$ cat config.mk
export PLATFORM = sky130hd
export DESIGN_NAME = counter_stride
export DESIGN_NICKNAME = d
export VERILOG_FILES = /design/src/rtl/counter_stride.sv
export SDC_FILE = /design/constraint.sdc
export NUM_CORES = 1
export LEC_CHECK = 0
export CELL_PAD_IN_SITES_DETAIL_PLACEMENT = 0
export CELL_PAD_IN_SITES_GLOBAL_PLACEMENT = 1
export CORE_ASPECT_RATIO = 1.75
export CORE_UTILIZATION = 34
export DETAILED_ROUTE_END_ITERATION = 7
export PLACE_DENSITY = 0.9
export SYNTH_ARGS = -nofsm -noshare
export SYNTH_HDL_FRONTEND = slang
export SYNTH_SLANG_ARGS = --single-unit
$ cat constraint.sdc
create_clock -name clk -period 2.8 [get_ports clk]
set_clock_uncertainty 0.15 [all_clocks]
set_input_delay 0.56 -clock clk [delete_from_list [all_inputs] [get_ports clk]]
set_output_delay 0.56 -clock clk [all_outputs]
set_load 0.1 [all_outputs]
$ cat src/rtl/counter_stride.sv
// counter_stride: parametrised WIDTH-bit sequence generator with all/odd/even/custom
// stride modes, up/down direction, synchronous load, wrap-or-saturate boundary
// handling and a registered terminal-count pulse for cascading.

module counter_stride #(
   parameter int               WIDTH    = 8,
   parameter logic [WIDTH-1:0] RST_VAL  = '0,
   parameter bit               SATURATE = 1'b0
) (
   input  logic             clk,
   input  logic             rst,
   input  logic             en,
   input  logic             dir,
   input  logic [1:0]       mode,
   input  logic [WIDTH-1:0] step_val,
   input  logic             load,
   input  logic [WIDTH-1:0] load_val,
   output logic [WIDTH-1:0] cnt_o,
   output logic             tc_o
);

   localparam logic [1:0] MODE_ALL    = 2'b00;
   localparam logic [1:0] MODE_ODD    = 2'b01;
   localparam logic [1:0] MODE_EVEN   = 2'b10;
   localparam logic [1:0] MODE_CUSTOM = 2'b11;

   localparam logic [WIDTH:0]   STEP_ONE = (WIDTH + 1)'(1);
   localparam logic [WIDTH:0]   STEP_TWO = (WIDTH + 1)'(2);
   localparam logic [WIDTH-1:0] MAX_VAL  = '1;
   localparam logic [WIDTH-1:0] EVEN_MAX = {{(WIDTH - 1){1'b1}}, 1'b0};
   localparam logic [WIDTH-1:0] ODD_MIN  = {{(WIDTH - 1){1'b0}}, 1'b1};

   logic [WIDTH:0]   step;
   logic [WIDTH:0]   sum;
   logic [WIDTH:0]   diff;
   logic             over;
   logic             under;
   logic [WIDTH-1:0] upper_clamp;
   logic [WIDTH-1:0] lower_clamp;
   logic [WIDTH-1:0] next_cnt;
   logic             next_tc;

   // Pick the stride; odd/even modes take a single step when off-lattice so the
   // count snaps onto the requested parity in the counting direction.
   always_comb begin
      step = STEP_ONE;
      case (mode)
         MODE_ALL:    step = STEP_ONE;
         MODE_ODD:    step = cnt_o[0] ? STEP_TWO : STEP_ONE;
         MODE_EVEN:   step = cnt_o[0] ? STEP_ONE : STEP_TWO;
         MODE_CUSTOM: step = {1'b0, step_val};
         default:     step = STEP_ONE;
      endcase
   end

   // Compute the candidate next value one bit wider so the carry/borrow bit
   // flags overflow or underflow, then wrap or clamp it to the mode's boundary.
   always_comb begin
      sum         = {1'b0, cnt_o} + step;
      diff        = {1'b0, cnt_o} - step;
      over        = dir & sum[WIDTH];
      under       = ~dir & diff[WIDTH];
      upper_clamp = (mode == MODE_EVEN) ? EVEN_MAX : MAX_VAL;
      lower_clamp = (mode == MODE_ODD) ? ODD_MIN : '0;
      next_cnt    = dir ? sum[WIDTH-1:0] : diff[WIDTH-1:0];
      if (SATURATE) begin
         if (over) begin
            next_cnt = upper_clamp;
         end else if (under) begin
            next_cnt = lower_clamp;
         end
      end
      next_tc = over | under;
   end

   // Count register: load beats enable beats hold; tc only pulses on an enabled
   // step that crossed a boundary.
   always_ff @(posedge clk or negedge rst) begin
      if (!rst) begin
         cnt_o <= RST_VAL;
         tc_o  <= 1'b0;
      end else if (load) begin
         cnt_o <= load_val;
         tc_o  <= 1'b0;
      end else if (en) begin
         cnt_o <= next_cnt;
         tc_o  <= next_tc;
      end else begin
         tc_o  <= 1'b0;
      end
   end

endmodule

; ---- Yosys cells after proc, flatten, opt, wreduce, memory -nomap -nowiden
; Cells that the tools add are included.
[op_classes]
n_addsub = 2
eq_ne = 3
mux = 8
bitwise = 4
reduce_logical = 2
[ops]
columns = operator, count
row1 = one-hot mux 9 bit (4 select lines), 1
row2 = two-way mux 8 bit, 3
row3 = adder 8 x 9 -> 9 bit, 1
row4 = subtractor 8 x 9 -> 9 bit, 1
row5 = "== test 2 bit, second input constant", 2
row6 = two-way mux 2 bit, 2
row7 = bitwise AND 1 bit, 2
row8 = "== test 2 x 1 -> 1 bit, second input constant", 1
row9 = logical NOT 2 bit, 1
row10 = two-way mux 1 bit, 2
row11 = nonzero test 2 bit, 1
row12 = NOT 1 bit, 1
row13 = OR 1 bit, 1
[word_totals]
register_bits = 9
in_bits = 23
output_inout_bits = 9
elab_cells = 21

; ---- Logic depth before layout (Yosys ltp)
[depth]
ltp_word = 7
depth_mapped = 13
depth_no_buf = 12

; ---- Worst setup path before layout
; OpenSTA, ideal clock, no wires.
[synth_path]
kind = flip-flop to flip-flop
start = register cnt_o[0]
end = register tc_o
setup_ns = 0.095
t_arrival_ns = 2.832
t_required_ns = 2.555
slack_ns = -0.277
stages_incl_launch_ff = 12
path_buffers = 0
period_less_slack_ns = 3.077
cell_sequence = dfrtp_1 > mux2_2 > nand2_1 > ha_1 > inv_1 > fa_1 > o21bai_1 > nand2_1 > a21oi_1 > nor2_1 > o31a_1 > o31ai_1
[synth_via]
elab_chain_len = 7
elab_cells_between_ends = 10
classes_between = add/sub: 2 / mux: 5 / bitwise: 3
[synth_lines]
columns = element, line
row1 = from (decl), 18  ; output logic [WIDTH-1:0] cnt_o,
row2 = from (signal assigned), 83  ; cnt_o <= load_val;
row3 = from (signal assigned), 86  ; cnt_o <= next_cnt;
row4 = "two-way mux 2 bit, on equally long branches", "50, 49"
row5 = one-hot mux 9 bit (4 select lines), 47  ; case (mode)
row6 = adder 8 x 9 -> 9 bit or subtractor 8 x 9 -> 9 bit (tied branches), "59, 60"
row7 = "bitwise AND 1 bit, on equally long branches", "61, 62"
row8 = OR 1 bit *, 73  ; next_tc = over | under;
row9 = two-way mux 1 bit *, 85  ; end else if (en) begin
row10 = two-way mux 1 bit *, 82  ; end else if (load) begin
row11 = to (signal assigned), 87  ; tc_o <= next_tc;
row12 = to (decl), 19  ; output logic tc_o
; Mark *: on every way between the ends. The rest lies on a longest branch, timed or not. The select of a mux whose other input is x is not followed.
; A chain may end at the register's enable or synchronous reset.

; ---- Worst setup path in the final report
[layout_path]
start = input mode[1]
end = register cnt_o[6]
[layout_via]
elab_chain_len = 6
elab_cells_between_ends = 10
classes_between = add/sub: 2 / eq/ne: 3 / mux: 4 / reduce/logical: 1
[layout_lines]
columns = element, line
row1 = from (decl), 14  ; input logic [1:0] mode,
row2 = == test 2 bit (tied with other cells), 47
row3 = one-hot mux 9 bit (4 select lines) *, 47
row4 = subtractor 8 x 9 -> 9 bit or adder 8 x 9 -> 9 bit (tied branches), "60, 59"
row5 = two-way mux 8 bit *, 65  ; next_cnt = dir ? sum[WIDTH-1:0] : diff[WIDTH-1:0];
row6 = two-way mux 8 bit *, 85
row7 = two-way mux 8 bit *, 82
; Marks and branches as above.

==> impl_metrics.tcl <==
set metrics [dict create \
    status "finished, final reports clean" \
    r2r_start "cnt_o[0]" \
    timing.final.ws_setup_ns 0.182 \
    synth_warnings 0 \
    leakagePower_nw 0.798 \
    area_growth_pct 50.6 \
    dr.first_iter.drc_count 17 \
    period_needed_ns 2.62 \
    via_per_inst 5.07 \
    die_x_um 45.1 \
    place_congestion 0.813 \
    required_ns 2.76 \
    port_buffers 31 \
    placed_cell_area_mm2 0.00156 \
    drc 0 \
    synth_ff_type "dfrtp_1" \
    cp.arrival_ns 2.58 \
    hold_buffers 0 \
    dr.pass1.iters 4 \
    power_uw 872 \
    start_kind "primary input" \
    reg2reg_slack_ns 0.29 \
    fmax_mhz 382 \
    mostFrequentLayoutCells "28 x buf_4, 20 x clkdlybuf4s50_1, 18 x inv_1, 15 x nand2_1, 14 x ha_1" \
    syn_avg_cell_area_um2 8.06 \
    synth_nets 178 \
    gr-total-overflow 0 \
    postCtsSetupBuffers 0 \
    hold_class "reg2reg" \
    dp_hpwl_um 2470 \
    worst_slew_pin_slew_ns 0.410 \
    htreeDepth 1 \
    fin_tns_setup_ns 0 \
    utilization_pct 53.5 \
    max_stage_delay_ns 0.36 \
    synthCells 137 \
    timing_hold_violations_final 0 \
    cp_max_fo 3 \
    async_flop_share_pct 100 \
    ir_drop_v 0.000439 \
    dieArea_mm2 0.00349 \
    initial_core_util_pct 35.5 \
    final_common_cell "buf_4" \
    fin_area_mm2 0.00166 \
    globalRouteTotalUtil_pct 20.1 \
    first_global_vias 1237 \
    holdPathStages 2 \
    clock-sinks 9 \
    hold_end "cnt_o[7]" \
    final_nets 230 \
    cts_tree "built" \
    synth.distinct_cells 35 \
    wl_um 3140 \
    cts_made_buffers 3 \
    cp_slowest_cell "fa_2" \
    hp-start "cnt_o[7]" \
    clkSlewWorstSetupHoldPaths_ns 0.05 \
    grt_pass1_wl_um 5220 \
    r2r_end "cnt_o[6]" \
    io_pins 32 \
    diodes 0 \
    relSlewSlack_pct 72.6 \
    insertion_delay_ns 0.23 \
    num_vias 1172 \
    setup-violations-final 0 \
    cts_root_buf "clkbuf_8" \
    core.rowCount 27 \
    p_per_area_mw_per_mm2 525 \
    period_share_pct 93.5 \
    clk_path_buf_depth 2 \
    ys_ff_latch 9 \
    fp.dieH_um 77.4 \
    slew_violations 0 \
    drive_gt1_share_pct 28.2 \
    core_mm2 0.00311 \
    dp_slack_ns -0.385 \
    cp_cell_sequence "dlygate4sd2_1 > mux2_4 > nand2_2 > ha_2 > inv_1 > fa_2 > o21bai_4 > nand2_1 > a21oi_2 > o311ai_1 > xnor2_1 > o21ai_1" \
    synth_seq_area_share_pct 20.4 \
    synth_edf_count 0 \
    crit_type "in2reg" \
    final_antenna_net_count 0 \
    netlist_area_mm2 0.00110 \
    antenna_found_initial 0 \
    rr_worst_depth 11 \
    end_kind "flip-flop" \
    max-cap-violations 0 \
    wire_per_inst_um 13.6 \
    grt_max_degree 15 \
]
-- worst max path at each step --
stage	startpoint	endpoint	slack [ns]	cells after the start
5_1_grt	mode[0]	cnt_o[7]	-0.004	12
3_3_place_gp	mode[0]	cnt_o[7]	-0.29	12
3_5_place_dp	mode[1]	cnt_o[5]	-0.39	12
4_1_cts	mode[1]	cnt_o[6]	0.16	12
2_1_floorplan	cnt_o[0]	tc_o	0.01	11
6_report	mode[1]	cnt_o[6]	0.18	12
-- cell type report --
class / instances / area, um^2
clock buffer: 3 / 41.3
clock inverter: 1 / 5.00
multi-input combinational: 106 / 828
inverter: 18 / 67.6
sequential: 9 / 226
fill: 311 / 1450
timing repair buffer: 51 / 439
tap: 43 / 53.8
-- Yosys cell counts (2+ instances only) --
cell type / count / area share (%)
a22oi_1: 4 / 2.7
ha_1: 16 / 18
o21ai_0: 14 / 6.3
xnor2_1: 6 / 4.8
a21oi_1: 9 / 4.1
fa_1: 2 / 3.6
nor2_1: 8 / 2.7
nand2_1: 17 / 5.8
o21bai_1: 2 / 1.4
a211oi_1: 3 / 2.0
o31ai_1: 3 / 2.0
o211ai_1: 2 / 1.4
clkbuf_8: 2 / 2.5
nor3_1: 2 / 0.91
nor2b_1: 2 / 1.1
inv_1: 18 / 6.1
dfrtp_1: 9 / 20
-- layer usage --
layer / up-vias / part of all wire [%] / track usage [%]
li1: 572 / - / -
met1: 554 / 35 / 18.9
met2: 42 / 59 / 39.7
met3: 4 / 4.6 / 4.88
met4: 0 / 1.4 / 4.85
met5: - / 0 / 0
-- state kept, by name, indices dropped and copies added (netlist names) --
signal,flops
cnt_o,8
tc_o,1
-- report_power, final --
part | leakage, nW | switching (mW) | internal (mW) | total, mW
Clock | 0.0255 | 0.0563 | 0.0974 | 0.154
Sequential | 0.108 | 0.0308 | 0.149 | 0.180
Combinational | 0.664 | 0.321 | 0.217 | 0.538
-- per-stage QoR --
stage | hold WS (ns) | instances
after global routing | 0.484 | 231
final | 0.457 | 231
after floorplan | 0.114 | 137
after global placement | 0.433 | 227
after CTS | 0.457 | 231
after detailed placement | 0.444 | 227
-- kinds of logic (layout without fill, tap and decap cells) --
family                   after synthesis  count (layout)  share of synthesized area [%]
XOR/XNOR                               6               6                           4.76
AO/OA/AOI/OAI                         46              46                           27.3
flip-flops                             9               9                           20.4
adder cells (fa/ha/maj)               18              18                           21.8
buffers and inverters                 22              73                           9.64
AND/OR/NAND/NOR                       34              34                           14.2
multiplexers                           2               2                           1.93
-- critical path: cells and delay by family --
kind	cells	cell delay, ns
multiplexers	1	0.29
AO/OA/AOI/OAI	4	0.50
AND/OR/NAND/NOR	2	0.15
adder cells (fa/ha/maj)	2	0.53
buffers and inverters	2	0.31
XOR/XNOR	1	0.23
-- what timing repair did --
item,4_1_cts,5_1_grt
gates resized for setup,18,1
pin swaps,8,1
endpoints found under the setup margin,5,1
No activity file was read; power rests on OpenSTA's default activity.
